`src/rtl/piso_serializer_if.sv`:
```
// Handshake and serial-side signal bundle for piso_serializer.
// The master side is the parallel producer (and serial sink observer); the
// slave side is the serializer itself.
interface piso_serializer_if #(
  parameter int unsigned WIDTH = 6
);

  logic [WIDTH-1:0] data_in;
  logic             in_valid;
  logic             in_ready;
  logic             data_out;
  logic             out_valid;
  logic             frame_start;
  logic             frame_done;
  logic             busy;

  // Producer view: drives the parallel word, observes everything else.
  modport master (
    output data_in,
    output in_valid,
    input  in_ready,
    input  data_out,
    input  out_valid,
    input  frame_start,
    input  frame_done,
    input  busy
  );

  // Serializer view.
  modport slave (
    input  data_in,
    input  in_valid,
    output in_ready,
    output data_out,
    output out_valid,
    output frame_start,
    output frame_done,
    output busy
  );

endinterface

```
`src/rtl/piso_serializer.sv`:
```
// Parallel-in/serial-out converter with a valid/ready load handshake, a
// one-word holding buffer so back-to-back frames leave no idle gap,
// selectable bit order and a programmable bit period (CLKS_PER_BIT).
module piso_serializer #(
  parameter int unsigned WIDTH        = 6,
  parameter int unsigned CLKS_PER_BIT = 1,
  parameter bit          MSB_FIRST    = 1'b1,
  parameter logic        IDLE_LEVEL   = 1'b0
) (
  input  logic           clk,
  input  logic           reset,
  piso_serializer_if.slave bus
);

  localparam int unsigned BIT_CNT_W = (WIDTH > 1) ? $clog2(WIDTH) : 1;
  localparam int unsigned DIV_CNT_W = (CLKS_PER_BIT > 1) ? $clog2(CLKS_PER_BIT) : 1;
  localparam logic [BIT_CNT_W-1:0] BIT_LAST = BIT_CNT_W'(WIDTH - 1);
  localparam logic [DIV_CNT_W-1:0] DIV_LAST = DIV_CNT_W'(CLKS_PER_BIT - 1);

  typedef enum logic {
    IDLE  = 1'b0,
    SHIFT = 1'b1
  } state_t;

  state_t               state;
  logic [WIDTH-1:0]     shreg;
  logic [WIDTH-1:0]     hold;
  logic                 hold_full;
  logic [BIT_CNT_W-1:0] bit_cnt;
  logic [DIV_CNT_W-1:0] div_cnt;

  logic                 data_out_q;
  logic                 out_valid_q;
  logic                 frame_start_q;
  logic                 frame_done_q;
  logic                 busy_q;

  logic                 bit_end;
  logic                 last_cycle;
  logic                 shifter_free;
  logic                 accept;
  logic                 load;
  logic                 hold_fill;
  logic [WIDTH-1:0]     load_word;
  logic [WIDTH-1:0]     shifted;
  logic [BIT_CNT_W-1:0] bit_cnt_nxt;
  logic [DIV_CNT_W-1:0] div_cnt_nxt;
  logic                 shifting_nxt;
  logic                 hold_full_nxt;

  // The bit that goes on the wire first for a given register value.
  function automatic logic lead_bit(input logic [WIDTH-1:0] w);
    return MSB_FIRST ? w[WIDTH-1] : w[0];
  endfunction

  // Load/shift decisions and next counter values for the coming edge.
  always_comb begin
    bit_end       = (div_cnt == DIV_LAST);
    last_cycle    = (state == SHIFT) && (bit_cnt == BIT_LAST) && bit_end;
    shifter_free  = (state == IDLE) || last_cycle;
    accept        = bus.in_valid && !hold_full;
    // The held word always has priority over a fresh one.
    load          = shifter_free && (hold_full || accept);
    hold_fill     = accept && !shifter_free;
    load_word     = hold_full ? hold : bus.data_in;
    shifted       = MSB_FIRST ? (shreg << 1) : (shreg >> 1);

    bit_cnt_nxt   = bit_cnt;
    div_cnt_nxt   = div_cnt;
    shifting_nxt  = 1'b0;
    if (load) begin
      bit_cnt_nxt  = '0;
      div_cnt_nxt  = '0;
      shifting_nxt = 1'b1;
    end else if (shifter_free) begin
      bit_cnt_nxt  = '0;
      div_cnt_nxt  = '0;
      shifting_nxt = 1'b0;
    end else if (bit_end) begin
      bit_cnt_nxt  = bit_cnt + BIT_CNT_W'(1);
      div_cnt_nxt  = '0;
      shifting_nxt = 1'b1;
    end else begin
      div_cnt_nxt  = div_cnt + DIV_CNT_W'(1);
      shifting_nxt = 1'b1;
    end

    hold_full_nxt = hold_full;
    if (hold_fill) begin
      hold_full_nxt = 1'b1;
    end else if (load && hold_full) begin
      hold_full_nxt = 1'b0;
    end
  end

  // Serializer FSM, holding buffer and registered output strobes.
  always_ff @(posedge clk or posedge reset) begin
    if (reset) begin
      state         <= IDLE;
      shreg         <= '0;
      hold          <= '0;
      hold_full     <= 1'b0;
      bit_cnt       <= '0;
      div_cnt       <= '0;
      data_out_q    <= IDLE_LEVEL;
      out_valid_q   <= 1'b0;
      frame_start_q <= 1'b0;
      frame_done_q  <= 1'b0;
      busy_q        <= 1'b0;
    end else begin
      bit_cnt      <= bit_cnt_nxt;
      div_cnt      <= div_cnt_nxt;
      hold_full    <= hold_full_nxt;
      busy_q       <= shifting_nxt || hold_full_nxt;
      // Pulse lands on the cycle that will carry the final bit period.
      frame_done_q <= shifting_nxt && (bit_cnt_nxt == BIT_LAST) && (div_cnt_nxt == DIV_LAST);

      if (hold_fill) begin
        hold <= bus.data_in;
      end

      case (state)
        IDLE: begin
          if (load) begin
            state         <= SHIFT;
            shreg         <= load_word;
            data_out_q    <= lead_bit(load_word);
            out_valid_q   <= 1'b1;
            frame_start_q <= 1'b1;
          end else begin
            data_out_q    <= IDLE_LEVEL;
            out_valid_q   <= 1'b0;
            frame_start_q <= 1'b0;
          end
        end

        SHIFT: begin
          if (load) begin
            // Gap-free reload on the last bit edge.
            shreg         <= load_word;
            data_out_q    <= lead_bit(load_word);
            out_valid_q   <= 1'b1;
            frame_start_q <= 1'b1;
          end else if (last_cycle) begin
            state         <= IDLE;
            data_out_q    <= IDLE_LEVEL;
            out_valid_q   <= 1'b0;
            frame_start_q <= 1'b0;
          end else begin
            frame_start_q <= 1'b0;
            if (bit_end) begin
              shreg      <= shifted;
              data_out_q <= lead_bit(shifted);
            end
          end
        end

        default: begin
          state         <= IDLE;
          data_out_q    <= IDLE_LEVEL;
          out_valid_q   <= 1'b0;
          frame_start_q <= 1'b0;
        end
      endcase
    end
  end

  assign bus.in_ready    = !hold_full;
  assign bus.data_out    = data_out_q;
  assign bus.out_valid   = out_valid_q;
  assign bus.frame_start = frame_start_q;
  assign bus.frame_done  = frame_done_q;
  assign bus.busy        = busy_q;

endmodule
```
`src/flat_wrapper.sv`:
```
// flat-port wrapper written by rule: the top's interface ports become plain ports
module piso_serializer_flat 
#(
  parameter int unsigned WIDTH        = 6,
  parameter int unsigned CLKS_PER_BIT = 1,
  parameter bit          MSB_FIRST    = 1'b1,
  parameter logic        IDLE_LEVEL   = 1'b0
)
  (clk, reset, bus_data_in, bus_in_valid, bus_in_ready, bus_data_out, bus_out_valid, bus_frame_start, bus_frame_done, bus_busy);
  piso_serializer_if #(.WIDTH(WIDTH)) bus_i ();
  input  logic clk;
  input  logic reset;
  input wire logic [$bits(bus_i.data_in)-1:0] bus_data_in;
  input wire logic [$bits(bus_i.in_valid)-1:0] bus_in_valid;
  output wire logic [$bits(bus_i.in_ready)-1:0] bus_in_ready;
  output wire logic [$bits(bus_i.data_out)-1:0] bus_data_out;
  output wire logic [$bits(bus_i.out_valid)-1:0] bus_out_valid;
  output wire logic [$bits(bus_i.frame_start)-1:0] bus_frame_start;
  output wire logic [$bits(bus_i.frame_done)-1:0] bus_frame_done;
  output wire logic [$bits(bus_i.busy)-1:0] bus_busy;
  assign bus_i.data_in = bus_data_in;
  assign bus_i.in_valid = bus_in_valid;
  assign bus_in_ready = bus_i.in_ready;
  assign bus_data_out = bus_i.data_out;
  assign bus_out_valid = bus_i.out_valid;
  assign bus_frame_start = bus_i.frame_start;
  assign bus_frame_done = bus_i.frame_done;
  assign bus_busy = bus_i.busy;
  piso_serializer #(.WIDTH(WIDTH), .CLKS_PER_BIT(CLKS_PER_BIT), .MSB_FIRST(MSB_FIRST), .IDLE_LEVEL(IDLE_LEVEL)) u_core (.clk(clk), .reset(reset), .bus(bus_i));
endmodule
```
`config.mk`:
```
export PLATFORM = sky130hd
export DESIGN_NAME = piso_serializer_flat
export DESIGN_NICKNAME = d
export VERILOG_FILES = /design/src/rtl/piso_serializer_if.sv /design/src/rtl/piso_serializer.sv /design/src/flat_wrapper.sv
export SDC_FILE = /design/constraint.sdc
export NUM_CORES = 1
export LEC_CHECK = 0
export BUFFER_PORTS_ARGS = -buffer_cell sky130_fd_sc_hd__clkbuf_2
export CORE_UTILIZATION = 57
export CTS_CLUSTER_SIZE = 25
export DETAILED_ROUTE_END_ITERATION = 8
export PLACE_DENSITY_LB_ADDON = 0.25
export SLEW_MARGIN = 25
export SYNTH_ARGS = -nofsm -noshare
export SYNTH_HDL_FRONTEND = slang
export SYNTH_SLANG_ARGS = --single-unit
```
`constraint.sdc`:
```
create_clock -name clk -period 5 [get_ports clk]
set_clock_uncertainty 0.2 [all_clocks]
set_input_delay 0 -clock clk [delete_from_list [all_inputs] [get_ports clk]]
set_output_delay 0 -clock clk [all_outputs]
set_load 0.03 [all_outputs]
```
* Word-level counts from Yosys, hierarchy flattened
Index checks and enable logic that the tools add are counted.
** Operators by class
- Add/sub/neg operators :: 2
- Multipliers :: 0
- Div/mod/pow operators :: 0
- Magnitude comparators :: 0
- Eq/ne operators :: 7
- Shifts and indexed selects :: 0
- Muxes and demuxes :: 28
- Bitwise logic cells :: 3
- Reduce and logical (&&, ||, !) cells :: 14
** Operators with widths (count)
- $mux W5 :: 4
- $mux W1 :: 16
- $pmux W5 S2 :: 1
- $mux W3 :: 3
- $ne A3 B3 Y1 const B :: 3
- $logic_and A1 B1 Y1 :: 8
- $eq A3 B3 Y1 const B :: 2
- $mux W6 :: 1
- $pmux W1 S2 :: 3
- $ne A4 B4 Y1 const B :: 1
- $add A3 B1 Y3 const B :: 1
- $logic_or A1 B1 Y1 :: 3
- $not A1 Y1 :: 3
- $reduce_and A3 Y1 :: 1
- $logic_not A1 Y1 :: 2
- $ne A2 B1 Y1 const B :: 1
- $add A1 B1 Y1 const B :: 1
** Word-level totals
- Register bits :: 22
- Bits in latches :: 0
- Bits in writable memories :: 0
- Memory bits (read-only) :: 0
- Input bits :: 9
- Output and inout bits :: 6
- Word-level logic and storage cells :: 65
- Memories kept :: 0

* Depth between registers and ports, before layout
- Word-level depth :: 9
- Depth in mapped cells :: 6
- Mapped depth without buffers :: 5

* Worst setup path before layout
No wires, ideal clock.
- Path kind :: flip-flop to flip-flop
- From :: register u_core.bit_cnt[0]
- To :: register u_core.hold[0]
- Library setup time :: 0.125 ns
- Arrival time :: 1.294 ns
- Required time :: 4.675 ns
- Slack :: 3.381 ns
- Cell stages (with the launch flop) :: 5
- Path buffers :: 0
- Clock period less this slack :: 1.619 ns
- Cells stage by stage :: dfrtp_1 ha_1 a21boi_4 nand2_4 mux2_4
** Between the ends
- Word-level cells in the longest chain between the ends :: 6
** RTL lines
- start, declared :: RTL line piso_serializer.sv:29 : logic [BIT_CNT_W-1:0] bit_cnt;
- start signal, assigned :: RTL line piso_serializer.sv:111 : bit_cnt <= bit_cnt_nxt;
- $eq A3 B3 Y1 :: RTL line piso_serializer.sv:59 : last_cycle = (state == SHIFT) && (bit_cnt == BIT_LAST) && bit_end;
- $logic_and A1 B1 Y1 (2 in series) :: RTL line piso_serializer.sv:59
- $logic_or A1 B1 Y1 :: RTL line piso_serializer.sv:60 : shifter_free = (state == IDLE) || last_cycle;
- $logic_not A1 Y1 :: RTL line piso_serializer.sv:64 : hold_fill = accept && !shifter_free;
- $logic_and A1 B1 Y1 :: RTL line piso_serializer.sv:64
- end signal, assigned :: RTL line piso_serializer.sv:119 : hold <= bus.data_in;
- end, declared :: RTL line piso_serializer.sv:27 : logic [WIDTH-1:0] hold;
Every way passes these cells.
A chain may end at the register's enable or synchronous reset.

* Worst setup path in the final report
Ends and elaborated chain as after synthesis.

==> impl_metrics.yaml <==
run_status:
  status: "finished, final reports clean"
logic_synthesis:
  yosysUniqueCellTypes: 21
  synthTopCellsByArea: "dfrtp_1 57%, mux2_4 9.7%, o21ai_0 4.3%"
  yosysTopAreaCell: "dfrtp_1"
  netlist_instances: 77
  ys_seq_area_frac: 0.565
  synth_fp_nets: 88
  synth_top_area_frac: 0.565
  ys_ff_latch: 21
  syn-cell-area_um2: 930
  syn_avg_cell_area_um2: 12.1
  yosysWarnings: 0
setup_path:
  crit_type: "register to register"
  cp_cell_sequence: "ha_1 > a21boi_4 > nand2_4 > mux2_4"
  crit_slowest_cell: "dfrtp_1"
  end_kind: "register"
  cp_data_arrival_time_ns: 1.72
  cp_max_fo: 8
  rrSetupSlack_ns: 3.27
  start_kind: "register"
  critPathMaxStageDelay_ns: 0.44
  required_ns: 4.99
timing:
  fin_crit_sh: 0.347
  setup_viol: 0
  slew_headroom: 0.497
  fmax_mhz: 576
  rsz0062_at_grt: "no"
  period_needed_ns: 1.73
  slew_viol_final: 0
  finalSetupTns_ns: 0
  hold_violations: 0
  worstMarginPinSlew_ns: 0.754
clock_network:
  cts_root_buf: "clkbuf_4"
  clk_pin_slew_worst_paths_ns: 0.11
  cts_tree: "done"
  clk_latency_ns: 0.29
  cts_made_buffers: 3
  clock-sinks: 21
  htreeDepth: 1
  clock_path_buffers: 2
floorplan:
  die_width_um: 42.4
  die_h_um: 42.4
  core_mm2: 0.00151
  initial_core_util: 0.617
  pin_count: 15
  dieArea_mm2: 0.00180
  rows: 14
route:
  num_vias: 627
  drt.antenna.violating_nets: 0
  routed_via_density: 5.41
  drtIter0Drc: 17
  wl_per_cell_um: 13.3
  wl_mm: 1.55
  drt_first_pass_iters: 4
  drt_drc_violations_left: 0
placement:
  port-buffer-count: 14
  place_congestion: 0.826
  dp_hpwl_mm: 1.08
global_routing:
  antenna_found_initial: 0
  grt_overflow: 0
  grt_pass1_wl_mm: 2.64
  grtUsageTotal: 0.202
  grt_pass1_vias: 642
  grt_max_degree: 22
power:
  intPower_uw: 380
  sequentialPowerShare: 0.468
  p_leak_uw: 0.000532
  swShare: 0.367
  power_frac_comb: 0.401
  p_sw_uw: 220
  clock_power_share: 0.130
  p_total_uw: 600
  peakVddDrop_v: 0.000289
  power_density_mw_per_mm2: 541
cells_and_area:
  drive_above_1_share: 0.290
  layout_common_cells: "21 x dfrtp_1, 14 x clkbuf_2"
  layout_commonest_cell: "dfrtp_1"
  area_growth_pct: 19.2
  final_core_util: 0.736
  nets: 112
  diodes: 0
worst_hold_path:
  hold_class: "input pin to async pin"
run:
  max_cap_violations: 0
==> cell usage after synthesis <==
cell type  number
buf_2           2
a21boi_4        1
nor2b_2         1
a211oi_1        4
buf_4           1
a221oi_1        1
xnor2_1         1
nand2_1         8
nand2_4         1
nor2_1          8
o21ai_0         8
mux2_4          6
a21oi_1         1
nor4b_2         1
dfrtp_1        21
ha_1            2
nor2b_1         4
mux2_2          1
a21bo_2         1
o21a_1          1
inv_1           3
==> final cells by class <==
class                   instances  area (um^2)
inverters                       3         11.3
flip-flops and latches         21          526
multi-input cells              50          375
repair buffers                 22          150
fillers                       107          398
clock buffers                   4         26.3
well taps                      16         20.0
==> metrics by stage <==
stage | cells | hold WS [ns] | cell area, um^2 | setup slack [ns]
2_1_floorplan | 77 | -0.223 | 930 | 3.38
3_3_place_gp | 104 | -0.0474 | 1000 | 3.31
3_5_place_dp | 104 | -0.0420 | 1000 | 3.27
4_1_cts | 116 | 0.174 | 1110 | 3.25
5_1_grt | 116 | 0.235 | 1110 | 3.20
6_report | 116 | 0.154 | 1110 | 3.27
==> kinds of logic (layout without fill, tap and decap cells) <==
logic type      Yosys count  after routing  share of synthesized area
compound gates           17             17                      0.129
xor+xnor                  1              1                    0.00942
fa+ha+maj                 2              2                     0.0269
buf+inv                   6             29                     0.0310
flops                    21             21                      0.565
mux                       7              7                      0.109
simple gates             23             23                      0.129
==> state kept, by name, summed over array words and instances (netlist names) <==
signal and cells:
u_core.hold_full 1, u_core.bus.busy 1, u_core.hold 6, u_core.bus.out_valid 1, u_core.bus.frame_done 1, u_core.bit_cnt 3, u_core.bus.frame_start 1, u_core.state 1
u_core.shreg 5, u_core.bus.data_out 1
==> power groups by stage <==
stage	Combinational (uW)	Clock, uW	Sequential (uW)
final	241	78.3	281
after global routing	266	84.7	289
after CTS	243	82.3	279
after detailed placement	238	0	282
after global placement	234	0	280
after floorplan	184	0	288
==> routing by layer <==
layer  global-route usage  up-vias  share of wire
met4                0.125        0         0.0058
met2                0.286       16           0.48
met1                0.296      298           0.47
met3               0.0259        2          0.044
li1                     -      311              -
met5                    0        -              0
==> final timing paths <==
check,from,endpoint,cells after the start
setup / recovery,u_core.bit_cnt[0]$_DFF_PP0_,u_core.hold[0]$_DFFE_PP0P_,4
hold / removal,reset,u_core.bit_cnt[2]$_DFF_PP0_,3
setup reg to reg,u_core.bit_cnt[0]$_DFF_PP0_,u_core.hold[0]$_DFFE_PP0P_,4
hold reg to reg,u_core.shreg[0]$_DFFE_PP0P_,u_core.shreg[1]$_DFFE_PP0P_,2
max in group asynchronous,reset,u_core.hold[2]$_DFFE_PP0P_,3
min in group clk,bus_data_in[3],u_core.hold[3]$_DFFE_PP0P_,3
==> repair_timing <==
item                       CTS  global route
resized for setup            0             0
buffers inserted             0             0
hold buffers                 8             0
hold endpoints to repair    37             0
setup endpoints to repair    0             0
==> worst max-delay path: cells and delay by family, from the launching register on <==
family / cells / cell delay, ns
flip-flops: 1 / 0.44
adder cells (fa/ha/maj): 1 / 0.26
AND/OR/NAND/NOR: 1 / 0.14
multiplexers: 1 / 0.32
AO/OA/AOI/OAI: 1 / 0.27
Note: power is estimated with default switching activity, not from simulation.
